==> config.mk <==
export PLATFORM = sky130hd
export DESIGN_NAME = esc_pwm_decoder
export DESIGN_NICKNAME = d
export VERILOG_FILES = /design/src/rtl/esc_pwm_decoder.sv
export SDC_FILE = /design/constraint.sdc
export NUM_CORES = 1
export LEC_CHECK = 0
export ABC_CLOCK_PERIOD_IN_PS = 5700
export BUFFER_PORTS_ARGS = -buffer_cell sky130_fd_sc_hd__buf_2
export CAP_MARGIN = 20
export CORE_AREA = 2 2 67 69
export CTS_BUF_LIST = sky130_fd_sc_hd__clkbuf_8 sky130_fd_sc_hd__clkbuf_16
export DETAILED_ROUTE_END_ITERATION = 10
export DIE_AREA = 0 0 69 71
export PLACE_DENSITY = 0.79
export SLEW_MARGIN = 20
export SYNTH_ARGS = -nofsm -noshare
export SYNTH_HDL_FRONTEND = slang
export SYNTH_SLANG_ARGS = --single-unit
==> constraint.sdc <==
create_clock -name clk -period 5.7 [get_ports clk]
set_clock_uncertainty 0.1 [all_clocks]
set_input_delay 1.14 -clock clk [delete_from_list [all_inputs] [get_ports clk]]
set_output_delay 1.14 -clock clk [all_outputs]
set_load 0.03 [all_outputs]
==> src/rtl/esc_pwm_decoder.sv <==
// esc_pwm_decoder
// Measures the high time of an ESC-style PWM pulse and recovers the 11-bit
// SPEED command that produced it. The relationship is H = OFFSET + 3*SPEED.
// A good pulse gives a one-cycle vld strobe together with the new SPEED.
// A pulse that is too short or too long gives a one-cycle err strobe, and
// SPEED holds its last value.
//
// Ports:
//   clk     system clock
//   rst     synchronous, active-high reset
//   PWM_in  asynchronous PWM input (2-flop synchronised internally)
//   SPEED   last successfully decoded speed
//   vld     one-cycle strobe, SPEED updated this cycle
//   err     one-cycle strobe, last pulse out of range
//   lost    level, no pulse activity within TIMEOUT_CYC cycles
//
// Optional feature: define ESC_DEC_TIMEOUT_EN to build the loss-of-signal
// watchdog. Without it, lost is tied low and no watchdog logic exists.

module esc_pwm_decoder #(
   parameter int unsigned OFFSET      = 6251,
   parameter int unsigned MAX_SPEED   = 2047,
   parameter int unsigned TIMEOUT_CYC = 1048576
) (
   input  logic        clk,
   input  logic        rst,
   input  logic        PWM_in,
   output logic [10:0] SPEED,
   output logic        vld,
   output logic        err,
   output logic        lost
);

   localparam int unsigned CNT_W = (OFFSET > 1) ? $clog2(OFFSET + 1) : 1;
   localparam int unsigned ACC_W = 12;

   typedef enum logic [1:0] {
      S_ARM    = 2'd0,
      S_IDLE   = 2'd1,
      S_OFFSET = 2'd2,
      S_MEAS   = 2'd3
   } state_t;

   state_t state, state_nxt_c;

   logic pwm_m, pwm_s, pwm_d;
   logic rise_c, fall_c;

   logic [CNT_W-1:0] cnt;
   logic [1:0]       presc;
   logic [ACC_W-1:0] acc;
   logic             ovf;
   logic             off_done_c;

   logic cnt_load_c, cnt_inc_c, meas_clr_c, meas_step_c, ok_c, bad_c;

   logic        res_ok_q, res_bad_q;
   logic [10:0] res_spd_q;
   logic        wd_hit_c;

   // Synchroniser plus edge-detect flop. These flops reset high so a pulse
   // already present at reset does not look like a fresh rising edge.
   always_ff @(posedge clk) begin : sync_p
      if (rst) begin
         pwm_m <= 1'b1;
         pwm_s <= 1'b1;
         pwm_d <= 1'b1;
      end else begin
         pwm_m <= PWM_in;
         pwm_s <= pwm_m;
         pwm_d <= pwm_s;
      end
   end

   assign rise_c = pwm_s & ~pwm_d;
   assign fall_c = ~pwm_s & pwm_d;

   // Asserted on the high cycle whose count reaches OFFSET.
   assign off_done_c = (cnt >= CNT_W'(OFFSET - 1));

   // State register
   always_ff @(posedge clk) begin : state_p
      if (rst) state <= S_ARM;
      else     state <= state_nxt_c;
   end

   // Next-state logic
   always_comb begin : next_p
      state_nxt_c = state;
      case (state)
         S_ARM:    if (!pwm_s) state_nxt_c = S_IDLE;
         S_IDLE:   if (rise_c) state_nxt_c = (OFFSET <= 1) ? S_MEAS : S_OFFSET;
         S_OFFSET: begin
            if (fall_c)          state_nxt_c = S_IDLE;
            else if (off_done_c) state_nxt_c = S_MEAS;
         end
         S_MEAS:   if (fall_c) state_nxt_c = S_IDLE;
         default:  state_nxt_c = S_ARM;
      endcase
   end

   // Datapath controls and result decisions
   always_comb begin : out_p
      cnt_load_c  = 1'b0;
      cnt_inc_c   = 1'b0;
      meas_clr_c  = 1'b0;
      meas_step_c = 1'b0;
      ok_c        = 1'b0;
      bad_c       = 1'b0;
      case (state)
         S_IDLE: begin
            if (rise_c) begin
               cnt_load_c = 1'b1;
               meas_clr_c = (OFFSET <= 1);
            end
         end
         S_OFFSET: begin
            if (fall_c) begin
               bad_c = 1'b1;
            end else if (pwm_s) begin
               cnt_inc_c  = 1'b1;
               meas_clr_c = off_done_c;
            end
         end
         S_MEAS: begin
            if (fall_c) begin
               ok_c  = ~ovf;
               bad_c = ovf;
            end else if (pwm_s) begin
               meas_step_c = 1'b1;
            end
         end
         default: ;
      endcase
   end

   // Offset counter, mod-3 prescaler and saturating speed accumulator
   always_ff @(posedge clk) begin : meas_p
      if (rst) begin
         cnt       <= '0;
         presc     <= 2'd0;
         acc       <= '0;
         ovf       <= 1'b0;
         res_ok_q  <= 1'b0;
         res_bad_q <= 1'b0;
         res_spd_q <= 11'd0;
      end else begin
         res_ok_q  <= ok_c;
         res_bad_q <= bad_c;
         if (ok_c) res_spd_q <= acc[10:0];

         if (cnt_load_c)
            cnt <= CNT_W'(1);
         else if (cnt_inc_c && (cnt != '1))
            cnt <= cnt + CNT_W'(1);

         if (meas_clr_c) begin
            presc <= 2'd0;
            acc   <= '0;
            ovf   <= 1'b0;
         end else if (meas_step_c) begin
            if (presc == 2'd2) begin
               presc <= 2'd0;
               if (acc != '1) acc <= acc + ACC_W'(1);
               if (acc >= ACC_W'(MAX_SPEED)) ovf <= 1'b1;
            end else begin
               presc <= presc + 2'd1;
            end
         end
      end
   end

   // Output stage. This is the extra registered edge that puts the strobe
   // three edges after the first low input sample.
   always_ff @(posedge clk) begin : outreg_p
      if (rst) begin
         SPEED <= 11'd0;
         vld   <= 1'b0;
         err   <= 1'b0;
      end else begin
         vld <= res_ok_q;
         err <= res_bad_q;
         if (res_ok_q)      SPEED <= res_spd_q;
         else if (wd_hit_c) SPEED <= 11'd0;
      end
   end

`ifdef ESC_DEC_TIMEOUT_EN
   localparam int unsigned WD_W = $clog2(TIMEOUT_CYC + 1);

   logic [WD_W-1:0] wd_cnt;

   // Fires once, on the cycle the counter would reach TIMEOUT_CYC.
   assign wd_hit_c = ~rise_c & ~res_ok_q & (wd_cnt == WD_W'(TIMEOUT_CYC - 1));

   // Watchdog. A good decode also restarts it, so a pulse longer than the
   // timeout does not leave the counter parked at its limit.
   always_ff @(posedge clk) begin : wd_p
      if (rst) begin
         wd_cnt <= '0;
         lost   <= 1'b0;
      end else begin
         if (rise_c || res_ok_q)
            wd_cnt <= '0;
         else if (wd_cnt != WD_W'(TIMEOUT_CYC))
            wd_cnt <= wd_cnt + WD_W'(1);

         if (res_ok_q)      lost <= 1'b0;
         else if (wd_hit_c) lost <= 1'b1;
      end
   end
`else
   assign wd_hit_c = 1'b0;
   assign lost     = 1'b0;
`endif

endmodule

### After elaboration in Yosys (flattened, before gate mapping)

Cells that the tools add are included.
Widths: inputs -> output; s select.

* bits in registers: 59
* bits of input ports: 3
* output and inout port bits: 14
* logic and storage cells: 66

* add/sub/neg operators: 3
* $lt $le $gt $ge: 2
* equal/unequal tests: 10
* multiplexer cells: 23
* bitwise gates (word level): 5
* reduce and logical (&&, ||, !) cells: 8

Operators by type and width (number)
* $mux 1: 15
* $add 13x1->13 const B: 1
* $ge 13x13->1 const B: 1
* $ne 13x13->1 const B: 1
* $add 12x1->12 const B: 1
* $ge 12x11->1 const B: 1
* $mux 2: 6
* $ne 12x12->1 const B: 1
* $pmux 2 s4: 1
* $eq 2x2->1 const B: 3
* $ne 2x2->1 const B: 3
* $reduce_and 3->1: 2
* $reduce_and 4->1: 1
* $reduce_or 2->1: 2
* $ne 3x3->1 const B: 1
* $not 1->1: 3
* $add 2x1->2 const B: 1
* $and 1x1->1: 2
* $eq 2x1->1 const B: 1
* $logic_not 2->1: 1
* $pmux 1 s2: 1
* $reduce_bool 2->1: 1
* $logic_and 1x1->1: 1

### Longest topological paths before layout

Gate-level depths: netlist of the first run.

* depth in word-level cells: 7
* gate-level depth with buffers: 8
* gate-level depth less buffers: 7

### Least setup slack after synthesis of the first run

Ideal clock, no wire load.

* kind: reg2reg
* from: reg state[0]
* to: reg state[1]
* setup time: 0.071 ns
* arrival time: 1.743 ns
* slack: 3.787 ns
* cell stages (with the launch flop): 8
* path buffers: 1
* period minus slack after synthesis: 1.913 ns
* cell sequence: dfxtp_1 > ha_1 > buf_2 > nor2b_1 > o22a_1 > o32a_1 > or4b_1 > a21oi_1

* cells in the longest elaborated chain, start to end: 3
* elaborated cells on any way between the ends: 10
* classes of those cells: 7 x eq/ne; 1 x mux; 2 x reduce/logical

Ends and longest elaborated chain
* start: declaration: RTL line 44 `state_t state, state_nxt_c;`
* start signal: assignment: RTL line 84 `else state <= state_nxt_c;`
* $eq 2x2->1 (tied with other cells): RTL line 90 `case (state)`
* $ne 3x3->1 (no source line) or $ne 2x2->1 (tied branches)
* $reduce_and 4->1 (no source line)

Several ways; a longest one is shown, not always the timed one.
A chain may end at the register's enable or synchronous reset.

### Worst setup path after layout of the first run

* from: reg state[0]
* to: reg acc[10]

* cells in the longest elaborated chain, start to end: 3
* elaborated cells on any way between the ends: 6
* classes of those cells: 2 x eq/ne; 2 x mux; 2 x reduce/logical

Ends and longest elaborated chain
* $eq 2x2->1: RTL line 110 `case (state)`
* $mux 1 (on tied branches)
* $reduce_and 3->1 (no source line) or $reduce_or 2->1 (tied branches)
* end signal: assignment: RTL line 164 `if (acc != '1) acc <= acc + ACC_W'(1);`
* end: declaration: RTL line 51 `logic [ACC_W-1:0] acc;`

Several ways; a longest one is shown, not always the timed one.

==> impl_metrics.csv, run 1 <==
group,metric,value,unit
finish,diodes,0,
synth,synth_most_common_cell,"dfxtp_1",
place,gp_congestion,0.868,
clock_network,cts_tree,"built",
die,start_util,59.5,%
route,firstDrtPassIters,4,
global_routing,grt_pass1_vias,1792,
synth,avgSynthCellArea,8.69,sq um
setup_path,rr_startpoint,"state[0]$_SDFFE_PP0P_",
place,dp_hpwl,3.07,mm
clock_network,clk_pin_slew_worst_paths,0.06,ns
setup_path,regToRegSetupSlack,3.45,ns
setup_path,cp_data_arrival_time,2.35,ns
timing,worstMarginPinSlew,0.694,ns
clock_network,cts_made_buffers,9,
timing,rsz0062_at_grt,"false",
setup_path,critical_path_class,"reg -> reg",
setup_path,rr_worst_depth,6,
setup_path,worstReg2RegEnd,"acc[10]$_SDFFE_PP0P_",
synth,syn_area,2500,sq um
clock_network,cts_max_level,3,
clock_network,cts.sinks,59,
synth,yosys_most_used_dff,"dfxtp_1",
synth,yosysTopAreaCellShare,47.2,%
timing,hold_viol_final,0,
hold_path,hp-class,"reg -> reg",
global_routing,grt_use_met3,5.70,%
place,port_buffers,15,
route,drcViolationCount,0,
global_routing,grt_max_degree,33,
finish,drive_above_1_share,12.7,%
finish,layout.nets,313,
clock_network,cts_buffer_depth,2,
timing,fin_hold_ws,0.309,ns
die,die_area,4900,sq um
die,ioPinCount,17,
power_and_ir_drop,vdd_drop_max,0.187,mV
synth,ys_seq_area_share,47.2,%
setup_path,cp-end-kind,"register",
global_routing,grt_antenna_before_repair,0,
timing,fmax,0.445,GHz
route,vias_per_cell,5.49,
global_routing,grt-ovfl-total,0,
outcome,status,"completed",
route,wl_per_cell,12.4,um
setup_path,worstSetupStartpointType,"register",
hold_path,holdCritStartpoint,"pwm_m$_SDFF_PP1_",
route,wirelength,4.47,mm
global_routing,grt_usage,20.2,%
finish,utilization,67.1,%
clock_network,post_cts_resized,0,
synth,yosysWarnings,0,
setup_path,slowest_stage,"nor4_1",
timing,post-route-min-period,2.25,ns
timing,post-route-period-util,39.4,%
synth,syn_nets,299,
setup_path,path_cells,"ha_1 > nand4b_2 > nor4_1 > nand3_1 > nor3b_1 > nor3_1",
global_routing,gr-usage-met1,26.1,%
synth,netlist_instances,288,
synth,ys_async_sr_fraction,0,%
route,vias,1971,
setup_path,cp_slowest_stage_delay,0.60,ns
global_routing,met2_usage,30.9,%
setup_path,critPathRequiredTime,5.80,ns
synth,synth-edff-count,0,
global_routing,top_usage_layer,"met2",
finish,fillerInstances,363,
clock_network,insertion_delay,0.34,ns
die,core,4200,sq um
power_and_ir_drop,p_leak,1.01,nW
synth,synthTopCellsByArea,"dfxtp_1 (47%), nor2_1 (6.5%), nand2_1 (5.7%)",
synth,ys_types,37,
timing,final-max-slew-violation-count,0,
synth,synth_top_cell_by_area,"dfxtp_1",
synth,ys_ff_latch,59,
job,max_cap_viol_count,0,
power_and_ir_drop,power_density,310,nW/um^2
clock_network,cts_hold_buf,0,
die,fp.dieH,71,um
finish,syn2layout_area_growth,12.6,%
route,antenna_left,0,
timing,fin_setup_tns,0,ns
hold_path,hold-path-endpoint,"pwm_s$_SDFF_PP1_",
die,rows,24,
clock_network,cts_setup_buffers,0,
setup_path,crit_cells,6,
global_routing,grt_pass1_wl,7.91,mm
timing,finalSetupViolCount,0,
route,initialDrtViolationCount,135,
hold_path,holdPathStages,1,
setup_path,path_max_fanout,10,
setup_path,cp.buffers_inverters,0,
setup_path,crit_family,"simple AND/OR/NAND/NOR gates",
clock_network,root_buffer,"clkbuf_8",
synth,synth_common_cells,"dfxtp_1 (59), nor2_1 (43), nand2_1 (38)",
timing,max_slew_margin,53.3,%
die,die_w,69,um
per-stage QoR:
stage | cells | power [W] | cell area [sq um] | setup WS (ns)
floorplan | 288 | 0.000456 | 2500 | 3.79
global placement | 343 | 0.000460 | 2590 | 3.22
detailed placement | 343 | 0.000462 | 2590 | 3.17
CTS | 359 | 0.000880 | 2810 | 3.45
global route | 359 | 0.000903 | 2820 | 3.11
finish | 359 | 0.000874 | 2820 | 3.45
report_power, final:
| group | switching (W) | internal, W | total, W |
|---|---|---|---|
| registers | 0.00000375 | 0.000416 | 0.000419 |
| clock network | 0.000173 | 0.000249 | 0.000422 |
| logic | 0.0000199 | 0.0000130 | 0.0000329 |
final cells by class:
| cell class | count | area, sq um | share of cell area, % |
|---|---|---|---|
| Tap cell | 52 | 65.1 | 2.31 |
| Inverter | 7 | 26.3 | 0.932 |
| Sequential cell | 59 | 1180 | 41.9 |
| Clock inverter | 7 | 100 | 3.55 |
| Timing Repair Buffer | 15 | 75.1 | 2.66 |
| Clock buffer | 9 | 124 | 4.39 |
| Multi-Input combinational cell | 210 | 1250 | 44.3 |
state kept, by name, indices dropped and copies added, names as in the netlist, 2 cells and up:
name	flops
presc	2
acc	12
SPEED	11
res_spd_q	11
state	2
cnt	13
how the worst max path moves through the flow:
stage,start,end
6_report,state[0]$_SDFFE_PP0P_,acc[10]$_SDFFE_PP0P_
5_1_grt,state[0]$_SDFFE_PP0P_,acc[10]$_SDFFE_PP0P_
2_1_floorplan,state[0]$_SDFFE_PP0P_,state[1]$_SDFFE_PP0P_
4_1_cts,state[0]$_SDFFE_PP0P_,acc[10]$_SDFFE_PP0P_
3_5_place_dp,rst,acc[10]$_SDFFE_PP0P_
3_3_place_gp,rst,acc[10]$_SDFFE_PP0P_
kinds of logic (layout without fill, tap and decap cells):
group / after synthesis / in the layout / share of synthesized area, %
xor+xnor: 19 / 19 / 6.65
other cells: 1 / 1 / 0.150
compound gates: 30 / 30 / 6.90
buf+inv: 19 / 38 / 3.15
mux: 12 / 12 / 4.80
fa+ha+maj: 8 / 8 / 4.00
flops: 59 / 59 / 47.2
simple gates: 140 / 140 / 27.1
cells in the final DEF, fill, tap and decap left out, types with 2 or more instances in the layout:
cell	netlist	routed
nand2b_1	2	2
o21ai_0	4	4
nand3_1	8	8
clkinv_4	0	3
xnor2_1	10	10
a21oi_1	19	19
dfxtp_1	59	59
bufinv_16	0	2
nand4_1	10	10
or2_2	4	4
nor3_1	9	9
a31oi_1	2	2
nand2_1	38	38
nor4_1	9	9
inv_1	7	7
mux2i_1	12	12
clkbuf_8	0	9
nor2b_1	3	3
nor3b_1	3	2
xor2_1	9	9
buf_2	3	15
and3_1	4	4
ha_1	8	8
nor2_1	43	43
metal layers:
layer	wire [um]	part of all wire [%]
met3	206	4.6
met4	110	2.5
met2	1920	43
met1	2230	50
met5	0	0
(Power assumes the default switching activity.)
==> inputs of run 2 (changes only) <==
==> config.mk (replaced) <==
export PLATFORM = sky130hd
export DESIGN_NAME = esc_pwm_decoder
export DESIGN_NICKNAME = d
export VERILOG_FILES = /design/src/rtl/esc_pwm_decoder.sv
export SDC_FILE = /design/constraint.sdc
export NUM_CORES = 1
export LEC_CHECK = 0
export ABC_CLOCK_PERIOD_IN_PS = 2100
export BUFFER_PORTS_ARGS = -buffer_cell sky130_fd_sc_hd__buf_2
export CAP_MARGIN = 20
export CORE_AREA = 2 2 69 71
export CTS_BUF_LIST = sky130_fd_sc_hd__clkbuf_8 sky130_fd_sc_hd__clkbuf_16
export DETAILED_ROUTE_END_ITERATION = 10
export DIE_AREA = 0 0 71 73
export PLACE_DENSITY = 0.75
export SLEW_MARGIN = 20
export SYNTH_ARGS = -nofsm -noshare
export SYNTH_HDL_FRONTEND = slang
export SYNTH_SLANG_ARGS = --single-unit
==> constraint.sdc (replaced) <==
create_clock -name clk -period 2.1 [get_ports clk]
set_clock_uncertainty 0.1 [all_clocks]
set_input_delay 0.42 -clock clk [delete_from_list [all_inputs] [get_ports clk]]
set_output_delay 0.42 -clock clk [all_outputs]
set_load 0.03 [all_outputs]
==> impl_metrics.csv, run 2 (synthesis gave the netlist of run 1 again) <==
group,metric,value,unit
finish,largest-register,"cnt",
clock_network,cts_buffer_depth,2,
setup_path,crit_end,"state[1]$_SDFFE_PP0P_",
power_and_ir_drop,pwr-share-clk,49.9,%
setup_path,critical_path_class,"reg -> reg",
timing,post-route-period-util,92.5,%
setup_path,rr_worst_depth,6,
finish,layout.nets,322,
timing,fmax,0.515,GHz
hold_path,hp-class,"in -> reg",
route,vias,2031,
route,antenna_left,0,
setup_path,regToRegSetupSlack,0.16,ns
power_and_ir_drop,p_seq_share,46.3,%
power_and_ir_drop,p_switching,0.000498,W
setup_path,critPathRequiredTime,2.26,ns
place,dp_slack,0.0743,ns
finish,diodes,0,
clock_network,root_buffer,"clkbuf_8",
finish,reg.largest.list,"cnt: 13 flops, acc: 12 flops",
finish,fillerInstances,389,
route,wirelength,4.75,mm
setup_path,worstSetupStartpointType,"register",
place,placed_cell_area,2660,sq um
global_routing,grt-ovfl-total,0,
route,drcViolationCount,0,
finish,seq_area,1180,sq um
finish,fin_area,2930,sq um
timing,max_slew_margin,56.7,%
die,fp.dieH,73,um
finish,mostFrequentLayoutCells,"dfxtp_1 (59), nor2_1 (43), nand2_1 (38), a21oi_1 (19), buf_2 (15)",
die,ioPinCount,17,
timing,hold_viol_final,0,
timing,rsz0062_at_grt,"false",
clock_network,post_cts_resized,0,
finish,multiInputGateArea,1260,sq um
finish,utilization,64.5,%
global_routing,grt_usage,20.0,%
finish,drive_above_1_share,16.1,%
place,port_buffers,15,
clock_network,insertion_delay,0.33,ns
global_routing,grt_antenna_before_repair,0,
power_and_ir_drop,comb_power_share,3.9,%
clock_network,cts_tree,"built",
clock_network,cts_max_level,3,
die,die_w,71,um
timing,finalSetupViolCount,0,
setup_path,path_max_fanout,4,
die,die_area,5180,sq um
die,start_util,55.2,%
timing,setup_ws,0.158,ns
power_and_ir_drop,vdd_drop_max,0.609,mV
timing,worstMarginPinSlew,0.648,ns
finish,syn2layout_area_growth,16.9,%
power_and_ir_drop,intPower,0.00196,W
place,gp_congestion,0.851,
setup_path,cp-end-kind,"register",
power_and_ir_drop,power_density,842,nW/um^2
power_and_ir_drop,p_sw_share,20.2,%
clock_network,cts_setup_buffers,0,
power_and_ir_drop,p_leak,1.06,nW
job,max_cap_viol_count,0,
die,rows,25,
place,dp_hpwl,3.13,mm
route,wl_per_cell,12.8,um
timing,fin_hold_ws,0.172,ns
finish,largest_reg_flops,13,
global_routing,grt_max_degree,32,
clock_network,cts_hold_buf,0,
global_routing,grt_pass1_wl,8.14,mm
timing,fin_setup_tns,0,ns
finish,layout_commonest_cell,"dfxtp_1",
timing,post-route-min-period,1.94,ns
route,vias_per_cell,5.49,
setup_path,rr_startpoint,"state[0]$_SDFFE_PP0P_",
setup_path,cp_data_arrival_time,2.10,ns
die,core,4540,sq um
setup_path,crit_start,"state[0]$_SDFFE_PP0P_",
clock_network,clk_pin_slew_worst_paths,0.06,ns
setup_path,worstReg2RegEnd,"state[1]$_SDFFE_PP0P_",
outcome,status,"completed",
global_routing,grt_pass1_vias,1860,
route,firstDrtPassIters,4,
route,initialDrtViolationCount,127,
clock_network,cts_made_buffers,9,
clock_network,cts.sinks,59,
timing,final-max-slew-violation-count,0,
## run 2: worst max-delay path, cell delays in order (launching register included)
cell	delay, ns
dfxtp_1	0.38
inv_1	0.09
ha_1	0.22
o22a_1	0.21
o32a_1	0.21
or4b_1	0.54
a21oi_1	0.13
## run 2: per-layer routing
layer	up-vias	wire [um]	share of wire [%]	global-route usage [%]
met5	-	0	0	0
met4	0	90	1.9	10.1
met1	964	2380	50	25.7
li1	1032	-	-	-
met2	29	2140	45	31.9
met3	6	142	3.0	4.56
## run 2: worst min-delay path by stage
| stage | cells after the start | slack (ns) | start | to |
|---|---|---|---|---|
| finish | 2 | 0.17 | PWM_in | pwm_m$_SDFF_PP1_ |
| global route | 2 | 0.17 | PWM_in | pwm_m$_SDFF_PP1_ |
| CTS | 2 | 0.16 | PWM_in | pwm_m$_SDFF_PP1_ |
| detailed placement | 1 | 0.30 | pwm_m$_SDFF_PP1_ | pwm_s$_SDFF_PP1_ |
| global placement | 1 | 0.30 | pwm_m$_SDFF_PP1_ | pwm_s$_SDFF_PP1_ |
| floorplan | 1 | 0.29 | pwm_m$_SDFF_PP1_ | pwm_s$_SDFF_PP1_ |
## run 2: per-stage QoR
| step | total power [W] | cells |
|---|---|---|
| 2_1_floorplan | 0.00124 | 288 |
| 3_5_place_dp | 0.00126 | 354 |
| 5_1_grt | 0.00254 | 370 |
| 3_3_place_gp | 0.00125 | 354 |
| 6_report | 0.00246 | 370 |
| 4_1_cts | 0.00248 | 370 |
## run 2: cell type report
type / instances / area share [%]
sequential: 59 / 40.4
tap: 54 / 2.31
clock buffer: 13 / 6.12
multi-input combinational: 210 / 43.1
inverter: 7 / 0.898
clock inverter: 3 / 2.31
timing repair buffer: 24 / 4.88
## run 2: power groups by stage
stage	logic, W	clock network, W	registers (W)
global placement	0.0000911	0	0.00116
floorplan	0.0000760	0	0.00116
finish	0.0000954	0.00123	0.00114
detailed placement	0.0000943	0	0.00116
global route	0.000109	0.00129	0.00114
CTS	0.0000956	0.00125	0.00114
==> inputs of run 3 (changes only) <==
--- a/config.mk
+++ b/config.mk
@@ -13,6 +13,7 @@
 export DETAILED_ROUTE_END_ITERATION = 10
 export DIE_AREA = 0 0 71 73
 export PLACE_DENSITY = 0.75
+export RECOVER_POWER = 50
 export SLEW_MARGIN = 20
 export SYNTH_ARGS = -nofsm -noshare
 export SYNTH_HDL_FRONTEND = slang
==> impl_metrics.csv, run 3 (synthesis gave the netlist of run 1 again) <==
group,metric,value,unit
clock_network,cts_made_buffers,9,
timing,rsz0062_at_grt,"false",
setup_path,crit_family,"compound AO/OA/AOI/OAI gates",
global_routing,grt_pass1_wl,8.14,mm
power_and_ir_drop,vdd_drop_max,0.609,mV
finish,syn2layout_area_growth,16.1,%
place,dp_hpwl,3.13,mm
clock_network,cts_max_level,3,
place,gp_congestion,0.851,
route,antenna_left,0,
setup_path,critical_path_class,"reg -> reg",
clock_network,cts.sinks,59,
global_routing,grt-ovfl-total,0,
timing,finalSetupViolCount,0,
setup_path,cp-end-kind,"register",
hold_path,hp-class,"in -> reg",
global_routing,grt_usage,20.0,%
setup_path,crit_end,"state[1]$_SDFFE_PP0P_",
finish,layout.nets,322,
finish,reg.largest.list,"cnt: 13 flops, acc: 12 flops",
finish,largest_reg_flops,13,
route,wirelength,4.77,mm
timing,fmax,0.515,GHz
timing,post-route-min-period,1.94,ns
power_and_ir_drop,p_leak,1.00,nW
route,firstDrtPassIters,4,
setup_path,worstSetupStartpointType,"register",
finish,diodes,0,
clock_network,cts_buffer_depth,2,
setup_path,path_cells,"inv_1 > ha_1 > o22a_1 > o32a_1 > or4b_1 > a21oi_1",
setup_path,cp.buffers_inverters,1,
setup_path,rr_worst_depth,6,
die,core,4540,sq um
timing,hold_viol_final,0,
clock_network,cts_tree,"built",
global_routing,grt_pass1_vias,1860,
clock_network,root_buffer,"clkbuf_8",
power_and_ir_drop,comb_power_share,3.9,%
finish,fillerInstances,402,
hold_path,holdCritStartpoint,"PWM_in",
setup_path,crit_cells,6,
power_and_ir_drop,intPower,0.00196,W
power_and_ir_drop,p_sw_share,20.2,%
setup_path,slowest_stage,"or4b_1",
place,port_buffers,15,
setup_path,rr_startpoint,"state[0]$_SDFFE_PP0P_",
clock_network,clk_pin_slew_worst_paths,0.06,ns
finish,utilization,64.1,%
route,wl_per_cell,12.9,um
clock_network,insertion_delay,0.33,ns
die,start_util,55.2,%
setup_path,cp_data_arrival_time,2.10,ns
route,initialDrtViolationCount,145,
finish,seq_area,1180,sq um
die,die_area,5180,sq um
route,drcViolationCount,0,
power_and_ir_drop,power_density,848,nW/um^2
power_and_ir_drop,pwr-share-clk,49.8,%
finish,layout_commonest_cell,"dfxtp_1",
timing,worstMarginPinSlew,0.651,ns
power_and_ir_drop,p_switching,0.000498,W
setup_path,path_max_fanout,4,
route,vias_per_cell,5.46,
die,ioPinCount,17,
job,max_cap_viol_count,0,
outcome,status,"completed",
global_routing,grt_max_degree,32,
setup_path,worstReg2RegEnd,"state[1]$_SDFFE_PP0P_",
setup_path,regToRegSetupSlack,0.16,ns
setup_path,crit_start,"state[0]$_SDFFE_PP0P_",
die,die_w,71,um
die,fp.dieH,73,um
timing,fin_setup_tns,0,ns
timing,fin_hold_ws,0.172,ns
finish,mostFrequentLayoutCells,"dfxtp_1 (59), nor2_1 (43), nand2_1 (38), a21oi_1 (19), clkbuf_1 (14)",
power_and_ir_drop,p_seq_share,46.3,%
finish,drive_above_1_share,11.7,%
finish,multiInputGateArea,1260,sq um
route,vias,2021,
timing,max_slew_margin,56.5,%
global_routing,grt_antenna_before_repair,0,
finish,largest-register,"cnt",
setup_path,critPathRequiredTime,2.26,ns
timing,final-max-slew-violation-count,0,
timing,post-route-period-util,92.5,%
die,rows,25,
setup_path,cp_slowest_stage_delay,0.54,ns
==> run 3: cell type report <==
type,instances,area share [%]
clock inverters,3,2.33
clock buffers,13,6.16
inverters,7,0.904
well taps,54,2.33
repair buffers,24,4.22
multi-input cells,210,43.4
flip-flops and latches,59,40.7
==> run 3: worst min path at each step <==
stage | to | slack [ns] | depth (start not counted)
finish | pwm_m$_SDFF_PP1_ | 0.17 | 2
global placement | pwm_s$_SDFF_PP1_ | 0.30 | 1
global route | pwm_m$_SDFF_PP1_ | 0.17 | 2
floorplan | pwm_s$_SDFF_PP1_ | 0.29 | 1
CTS | pwm_m$_SDFF_PP1_ | 0.16 | 2
detailed placement | pwm_s$_SDFF_PP1_ | 0.30 | 1
==> run 3: timing repair <==
| item | 4_1_cts | 5_1_grt |
|---|---|---|
| endpoints found under the setup margin | 0 | 11 |
| endpoints found under the hold margin | 0 | 0 |
| setup buffers | 0 | 0 |
| hold buffers | 0 | 0 |
| resized for setup | 0 | 4 |
==> run 3: power by group through the flow <==
stage / combinational (W) / sequential (W) / clock, W
floorplan: 0.0000760 / 0.00116 / 0
global placement: 0.0000911 / 0.00116 / 0
global route: 0.000109 / 0.00114 / 0.00129
finish: 0.0000955 / 0.00114 / 0.00123
detailed placement: 0.0000943 / 0.00116 / 0
CTS: 0.0000956 / 0.00114 / 0.00125
==> run 3: layer usage <==
layer / vias to the layer above / part of all wire [%] / track usage [%]
met5: - / 0 / 0
met4: 0 / 1.9 / 10.1
met3: 6 / 2.8 / 4.56
met2: 24 / 45 / 31.9
met1: 959 / 50 / 25.7
li1: 1032 / - / -
==> run 3: through the flow <==
step	instances	cell area, sq um	setup WS, ns	power [W]
2_1_floorplan	288	2500	0.187	0.00124
3_3_place_gp	354	2660	0.167	0.00125
3_5_place_dp	354	2660	0.0743	0.00126
4_1_cts	370	2910	0.0688	0.00248
5_1_grt	370	2910	0.00520	0.00254
6_report	370	2910	0.157	0.00246
